File: src/rtl/pc_unit_pkg.sv
// Shared definitions for the fetch-stage program counter: next-PC select
// encodings, control FSM states and the default reset/fetch base address.
package pc_unit_pkg;

    // Also the base of the instruction-memory address translation.
    localparam logic [31:0] DEFAULT_RESET_PC = 32'h0000_3000;

    typedef enum logic [1:0] {
        NPC_SEQ = 2'd0,
        NPC_BR  = 2'd1,
        NPC_J   = 2'd2,
        NPC_JR  = 2'd3
    } npc_sel_e;

    typedef enum logic {
        RUN  = 1'b0,
        HALT = 1'b1
    } state_e;

endpackage

File: src/rtl/pc_unit_npc_calc.sv
// Combinational next-PC generator: selects the candidate target and checks
// that it is word aligned and inside the instruction-memory window.
import pc_unit_pkg::*;

module npc_calc #(
    parameter logic [31:0] RESET_PC = DEFAULT_RESET_PC,
    parameter int unsigned IM_DEPTH = 1024
) (
    input  logic [31:0] pc,
    input  logic [1:0]  npc_sel,
    input  logic        branch_taken,
    input  logic [15:0] imm16,
    input  logic [25:0] instr_index,
    input  logic [31:0] rs_data,
    output logic [31:0] pc_plus4,
    output logic [31:0] npc,
    output logic        target_ok
);

    // Window end is held in 33 bits so a window touching 2^32 cannot wrap.
    localparam logic [32:0] WIN_BASE = {1'b0, RESET_PC};
    localparam logic [32:0] WIN_END  = WIN_BASE + (33'(IM_DEPTH) << 2);

    logic [31:0] br_offset;
    logic [31:0] br_target;
    logic [31:0] jmp_target;

    assign pc_plus4   = pc + 32'd4;
    assign br_offset  = {{14{imm16[15]}}, imm16, 2'b00};
    assign br_target  = pc_plus4 + br_offset;
    assign jmp_target = {pc_plus4[31:28], instr_index, 2'b00};

    always_comb begin
        npc = pc_plus4;
        case (npc_sel)
            NPC_SEQ: npc = pc_plus4;
            NPC_BR:  npc = branch_taken ? br_target : pc_plus4;
            NPC_J:   npc = jmp_target;
            NPC_JR:  npc = rs_data;
            default: npc = pc_plus4;
        endcase
    end

    assign target_ok = (npc[1:0] == 2'b00)
                    && ({1'b0, npc} >= WIN_BASE)
                    && ({1'b0, npc} <  WIN_END);

endmodule

File: src/rtl/pc_unit.sv
// Fetch-stage program counter: holds the PC, advances it from the decoded
// control, honours stalls and halts permanently on a rejected target.
import pc_unit_pkg::*;

module pc_unit #(
    parameter logic [31:0] RESET_PC = DEFAULT_RESET_PC,
    parameter int unsigned IM_DEPTH = 1024
) (
    input  logic        clk,
    input  logic        reset,
    input  logic [1:0]  npc_sel,
    input  logic        branch_taken,
    input  logic [15:0] imm16,
    input  logic [25:0] instr_index,
    input  logic [31:0] rs_data,
    input  logic        stall,
    output logic [31:0] pc,
    output logic [31:0] pc_plus4,
    output logic        halted,
    output logic [31:0] fault_addr,
    output logic [31:0] fetch_count
);

    state_e      state_q, state_d;
    logic [31:0] pc_q, pc_d;
    logic [31:0] fault_q, fault_d;
    logic [31:0] count_q, count_d;

    logic [31:0] npc;
    logic        target_ok;
    logic        advance;

    npc_calc #(
        .RESET_PC (RESET_PC),
        .IM_DEPTH (IM_DEPTH)
    ) u_npc_calc (
        .pc           (pc_q),
        .npc_sel      (npc_sel),
        .branch_taken (branch_taken),
        .imm16        (imm16),
        .instr_index  (instr_index),
        .rs_data      (rs_data),
        .pc_plus4     (pc_plus4),
        .npc          (npc),
        .target_ok    (target_ok)
    );

    // A stalled cycle never evaluates the target, so it can neither move nor halt.
    assign advance = (state_q == RUN) && !stall;

    always_ff @(posedge clk or posedge reset) begin
        if (reset) begin
            state_q <= RUN;
            pc_q    <= RESET_PC;
            fault_q <= 32'd0;
            count_q <= 32'd0;
        end else begin
            state_q <= state_d;
            pc_q    <= pc_d;
            fault_q <= fault_d;
            count_q <= count_d;
        end
    end

    always_comb begin
        state_d = state_q;
        if (advance && !target_ok) begin
            state_d = HALT;
        end
    end

    always_comb begin
        pc_d    = pc_q;
        fault_d = fault_q;
        count_d = count_q;
        if (advance) begin
            if (target_ok) begin
                pc_d    = npc;
                count_d = count_q + 32'd1;
            end else begin
                fault_d = npc;
            end
        end
    end

    assign pc          = pc_q;
    assign halted      = (state_q == HALT);
    assign fault_addr  = fault_q;
    assign fetch_count = count_q;

endmodule

File: config.mk
export PLATFORM = sky130hd
export DESIGN_NAME = pc_unit
export DESIGN_NICKNAME = d
export VERILOG_FILES = /design/src/rtl/pc_unit_pkg.sv /design/src/rtl/pc_unit_npc_calc.sv /design/src/rtl/pc_unit.sv
export SDC_FILE = /design/constraint.sdc
export NUM_CORES = 1
export LEC_CHECK = 0
export CORE_MARGIN = 8
export CORE_UTILIZATION = 45
export CTS_CLUSTER_DIAMETER = 40
export DETAILED_ROUTE_END_ITERATION = 8
export DONT_BUFFER_PORTS = 1
export HOLD_SLACK_MARGIN = 0.02
export SLEW_MARGIN = 40
export SYNTH_ARGS = -nofsm -noshare
export SYNTH_HDL_FRONTEND = slang
export SYNTH_SLANG_ARGS = --single-unit
File: constraint.sdc
create_clock -name clk -period 6.4 [get_ports clk]
set_input_delay 0.64 -clock clk [delete_from_list [all_inputs] [get_ports clk]]
set_output_delay 0.64 -clock clk [all_outputs]
set_load 0.01 [all_outputs]
Word-level counts from Yosys, hierarchy flattened
Index checks and enable logic that the tools add are counted.
{"block": "word_totals", "ff_bits": 97, "latch_bits": 0, "ram_bits": 0, "rom_bits": 0, "in_bits": 80, "out_inout_bits": 129, "wordCells": 26, "mem_count": 0}
{"block": "classes", "n_addsub": 3, "multipliers": 0, "div_mod_pow": 0, "magnitude_cmp": 2, "n_eq_ne": 3, "n_shift": 0, "mux": 2, "n_bitwise": 2, "n_reduce_logical": 10}
{"operator": "$pmux W32 S4", "count": 1}
{"operator": "$add A32 B1 Y32 const B", "count": 1}
{"operator": "$add A32 B3 Y32 const B", "count": 1}
{"operator": "$add A32 B32 Y32", "count": 1}
{"operator": "$ge A32 B14 Y1 const B", "count": 1}
{"operator": "$lt A32 B15 Y1 const B", "count": 1}
{"operator": "$mux W32", "count": 1}
{"operator": "$eq A2 B2 Y1 const B", "count": 2}
{"operator": "$logic_and A1 B1 Y1", "count": 4}
{"operator": "$logic_not A2 Y1", "count": 2}
{"operator": "$reduce_and A2 Y1", "count": 2}
{"operator": "$eq A2 B1 Y1 const B", "count": 1}
{"operator": "$logic_not A1 Y1", "count": 2}
{"operator": "$not A1 Y1", "count": 2}

Depth between registers and ports, before layout
{"block": "logic_depth", "word_depth": 9, "ltp_mapped": 21}

By module
A second synthesis with hierarchy kept.
{"block": "hier_totals", "hier_cells": 818, "hier_area_um2": 7418.4}
{"module": "pc_unit", "instances": 1, "cells_each": 268, "area_per_inst_um2": 3854.9, "seq_area_each_um2": 2429.8}
{"module": "npc_calc", "instances": 1, "cells_each": 550, "area_per_inst_um2": 3563.4, "seq_area_each_um2": 0.0}

Least setup slack after synthesis
OpenSTA, ideal clock, no wires.
{"block": "synth_path", "kind": "flip-flop to flip-flop", "startpoint": "register pc_q[2] (netlist: pc[2])", "endpoint": "register pc_q[2] (netlist: pc[2])", "arrival_ns": 4.702, "t_required_ns": 6.275, "path_slack_ns": 1.573, "stages_incl_launch_ff": 20, "n_path_buf": 2, "synth_period_minus_slack_ns": 4.827, "path_cell_list": "dfrtp_1 ha_1 nand2_1 nor2_1 nor4b_1 xor2_1 ha_1 clkbuf_1 nand4_1 nor3_1 a2111oi_2 a21boi_1 o221ai_1 o21ai_1 nor4_1 nand4b_1 nor4_4 nand3_2 buf_2 mux2_4"}
{"block": "synth_via", "elab_chain_cells": 8, "word_cells_on_any_way": 9, "classes_between": "2 x add/sub; 2 x order compare; 2 x mux; 3 x reduce/logical"}
{"element": "from (decl)", "line": "pc_unit.sv:25", "text": "logic [31:0] pc_q, pc_d;"}
{"element": "from (signal assigned)", "line": "pc_unit.sv:59", "text": "pc_q <= pc_d;"}
{"element": "$add A32 B3 Y32 *", "line": "pc_unit_npc_calc.sv:28", "text": "assign pc_plus4 = pc + 32'd4;"}
{"element": "via pc_plus4[14]", "line": "pc_unit.sv:18", "text": "output logic [31:0] pc_plus4,"}
{"element": "$add A32 B32 Y32", "line": "pc_unit_npc_calc.sv:30", "text": "assign br_target = pc_plus4 + br_offset;"}
{"element": "$mux W32", "line": "pc_unit_npc_calc.sv:37", "text": "NPC_BR: npc = branch_taken ? br_target : pc_plus4;"}
{"element": "$pmux W32 S4 *", "line": "pc_unit_npc_calc.sv:35", "text": "case (npc_sel)"}
{"element": "$ge A32 B14 Y1", "line": "pc_unit_npc_calc.sv:45", "text": "&& ({1'b0, npc} >= WIN_BASE)"}
{"element": "$logic_and A1 B1 Y1", "line": "pc_unit_npc_calc.sv:45"}
{"element": "$logic_and A1 B1 Y1 *", "line": "pc_unit_npc_calc.sv:46", "text": "&& ({1'b0, npc} < WIN_END);"}
{"element": "$reduce_and A2 Y1 (no source line) *"}
Mark *: on every way through the listed nets, which the timed path passes. The rest lies on a longest branch.
A chain may end at the register's enable or synchronous reset.

Worst setup path after layout
{"block": "layout_path", "startpoint": "register pc_q[12] (netlist: pc[12])", "endpoint": "register fault_q[28] (netlist: fault_addr[28])"}
{"block": "layout_via", "elab_chain_cells": 9, "word_cells_on_any_way": 10, "classes_between": "2 x add/sub; 2 x order compare; 2 x mux; 1 x bitwise; 3 x reduce/logical"}
{"element": "$add A32 B3 Y32 *", "line": "pc_unit_npc_calc.sv:28"}
{"element": "via pc_plus4[24]", "line": "pc_unit.sv:18"}
{"element": "$add A32 B32 Y32", "line": "pc_unit_npc_calc.sv:30"}
{"element": "$mux W32", "line": "pc_unit_npc_calc.sv:37"}
{"element": "$pmux W32 S4 *", "line": "pc_unit_npc_calc.sv:35"}
{"element": "$ge A32 B14 Y1", "line": "pc_unit_npc_calc.sv:45"}
{"element": "$logic_and A1 B1 Y1", "line": "pc_unit_npc_calc.sv:45"}
{"element": "$logic_and A1 B1 Y1", "line": "pc_unit_npc_calc.sv:46"}
{"element": "$not A1 Y1 (no source line)"}
{"element": "$reduce_and A2 Y1 (no source line)"}
{"element": "to (signal assigned)", "line": "pc_unit.sv:60", "text": "fault_q <= fault_d;"}
{"element": "to (decl)", "line": "pc_unit.sv:26", "text": "logic [31:0] fault_q, fault_d;"}
Marked as above.

==> reports/results.tsv <==
stage	metric	value	unit
status	outcome	complete, no violations	
place	Port Buffers	0	
flow_run	Max Cap Viol	0	
routing	DRT Wirelength	26.7	mm
cts	total CTS buffers	9	
sta	relative slew slack	0.458	
cts	Setup Buffers After CTS	0	
synthesis	post-synthesis cell count	869	
routing	vias per cell	6.28	
sta	Hold Slack	0.181	ns
routing	DR iter-0 viols	427	
cts	# hold bufs at CTS	0	
power_and_ir_drop	Net Sw Frac	0.271	
synthesis	top-count cell post-synth	dfrtp_1	
synthesis	sequential area share after synthesis	0.321	
synthesis	Synth top cells by count	95 x dfrtp_1, 76 x nand2_1, 68 x nor2_1	
synthesis	area of the mapped netlist	7570	um^2
final_layout	Area growth syn-to-layout	6.66	%
synthesis	Mapped Nets	985	
sta	final worst-path cycle share	0.918	
routing	WL per Instance	24.8	um
floorplanning	Chip Height	146	um
synthesis	unique cell type count in the Yosys netlist	82	
sta	final setup margin	0.524	ns
synthesis	Yosys warning total	0	
floorplanning	Placeable Area	16500	um^2
worst_hold_path	worst hold path class	primary input to asynchronous set/reset pin	
critical_path	CP arrival	6.10	ns
grt	largest net degree at the start of global routing	65	
sta	shortest period the worst path allows	5.88	ns
routing	WL met2	12.6	mm
final_layout	fraction of layout instances using a drive strength above 1	0.0843	
routing	via count	6741	
critical_path	CP Launch Type	flip-flop	
final_layout	nets@finish	965	
floorplanning	io pins	209	
grt	vias in the first global route	6663	
final_layout	# diodes	0	
floorplanning	die width	146	um
synthesis	Yosys top cell by area	dfrtp_1	
power_and_ir_drop	VDD IR max	0.150	mV
power_and_ir_drop	clock power share	0.394	
sta	clock skew	0.00888	ns
place	dpl ws	0.646	ns
grt	GRT Total Usage	0.241	
cts	# resized after CTS	0	
power_and_ir_drop	Sequential Power Share	0.476	
power_and_ir_drop	P_leak	3.59	nW
synthesis	Synth async-reset ratio	1.00	
sta	worst slew pin tran	0.807	ns
cts	CTS Sinks	97	
power_and_ir_drop	Comb pwr share	0.130	
critical_path	Critical Path RT	6.63	ns
place	Cell Area, Placed	7750	um^2
power_and_ir_drop	pwr/cell area	176	nW/um^2
routing	# DRC	0	
sta	Slew Viols, Final	0	
critical_path	slowest cell on the critical path	dfstp_2	
routing	wl on met1	10.7	mm
synthesis	main flop type after synthesis	dfrtp_1	
synthesis	Area contributors post-synth	dfrtp_1 31%, xnor2_1 5.9%, ha_1 5.8%	
floorplanning	Die ar.	21200	um^2
critical_path	CP max FO	19	
cts	H-tree depth	3	
critical_path	Worst Setup Path Type	flip-flop to flip-flop	
power_and_ir_drop	switching pwr	385	uW
routing	antenna viol nets, final	0	
sta	Final setup viols	0	
floorplanning	FP Rows	47	
grt	gr ovfl total	0	
floorplanning	Initial Utilization	0.458	
synthesis	syn avg cell area	8.71	um^2
sta	Max Freq	170	MHz
routing	router iterations before antenna repair	5	
critical_path	CP Launch Point	pc[12]	
synthesis	number of synthesized flops with an enable pin	0	
grt	initial antenna violation count	0	
place	hpwl dp	21.4	mm
cts	root buf cell	clkbuf_16	
critical_path	Buf/Inv on CP	1	
cts	TritonCTS clock tree	built	
critical_path	slowest cell delay on critical path	0.61	ns
cts	Worst-path clk slew	0.07	ns
synthesis	post-synth top area share	0.314	
power_and_ir_drop	P_int	1.04	mW
critical_path	R2R setup slack	0.52	ns
routing	top layer in use	met4	
critical_path	Crit path max-delay family	simple AND/OR/NAND/NOR gates	
synthesis	flops & latches, synth	97	
sta	setup TNS	0	ns
cts	Clock Path Buffers	2	
critical_path	Setup crit end kind	flip-flop	
critical_path	crit-path cells	nand4_1, nor4_2, nand3_1, nor2_1, xor2_1, ha_1, a21oi_1, o21ai_0, a221o_1, a31o_2, xor2_1, a211o_1, o221ai_1, nor4_2, nand2b_1, buf_4, mux2_2	
sta	RSZ-0062 raised after global routing	false	
critical_path	RR Startpoint	pc[12]	
grt	first-pass GRT wire length	40.4	mm
final_layout	post-route cell area	8070	um^2
routing	met3 wire len	2.42	mm
cts	Worst-Skew Late Latency	0.34	ns
place	GP Congestion	0.934	
sta	Hold Vio Cnt, Final	0	
final timing paths:
kind	to	cells after the start
worst max-delay path	fault_addr[28]	17
worst min-delay path	fault_addr[3]	1
worst max register to register	fault_addr[28]	17
worst min register to register	fetch_count[31]	1
max in group asynchronous	fault_addr[21]	2
min in group clk	halted	1
stage by stage:
stage                     cells   util  power, mW
after global routing       1074  0.489       1.48
after global placement     1058  0.469      0.869
after floorplan             869      -      0.822
after CTS                  1074  0.488       1.43
final                      1074  0.489       1.42
after detailed placement   1058  0.469      0.871
state kept, by name (all words and copies together), names as in the netlist:
register	cells
fault_addr	32
fetch_count	32
halted	1
pc	32
metal layers:
| metal | GRT usage | up-vias |
|---|---|---|
| met5 | 0 | - |
| met1 | 0.297 | 3259 |
| met2 | 0.400 | 304 |
| met3 | 0.0591 | 51 |
| li1 | - | 3127 |
| met4 | 0.0885 | 0 |
power by group through the flow:
| stage | registers, mW | logic [mW] | clock network (mW) |
|---|---|---|---|
| after floorplan | 0.676 | 0.146 | 0 |
| final | 0.677 | 0.185 | 0.560 |
| after detailed placement | 0.689 | 0.182 | 0 |
| after global routing | 0.679 | 0.202 | 0.595 |
| after global placement | 0.689 | 0.180 | 0 |
| after CTS | 0.678 | 0.183 | 0.570 |
layout by cell type (no fill, tap or decap), types with 5 or more instances in the layout:
master,n
nor4_1,8
o21ai_1,8
xnor2_1,51
o21ai_0,35
buf_4,13
and4_1,5
and3_1,17
mux2i_1,22
nand2_1,76
a21oi_1,54
mux2_2,7
o221ai_1,5
o21bai_1,5
clkbuf_16,9
nor3_1,25
nand2b_1,9
mux2_4,11
a21o_1,13
nand4_1,25
o21a_1,6
ha_1,35
mux2_1,17
a211oi_1,9
xor2_1,21
and2_1,22
inv_1,31
nand3_1,46
dfrtp_1,95
nor2_1,68
o211ai_1,7
cell families after synthesis:
kind of cell / share of synthesized area
AOI/OAI and AO/OA: 0.183
buffers and inverters: 0.0428
xor gates and xnor gates: 0.0833
adders and majority gates: 0.0605
DFF: 0.321
muxes: 0.0866
and+or+nand+nor: 0.222
cell type report:
class                      count  area, um^2
tap                          220         275
fill                        1583        8450
clock buffer                  11         253
inverter                      32         123
multi-input combinational    695        4820
clock inverter                 5        62.6
timing repair buffer          14         109
sequential                    97        2430
Power figures use the tool's default switching activity.
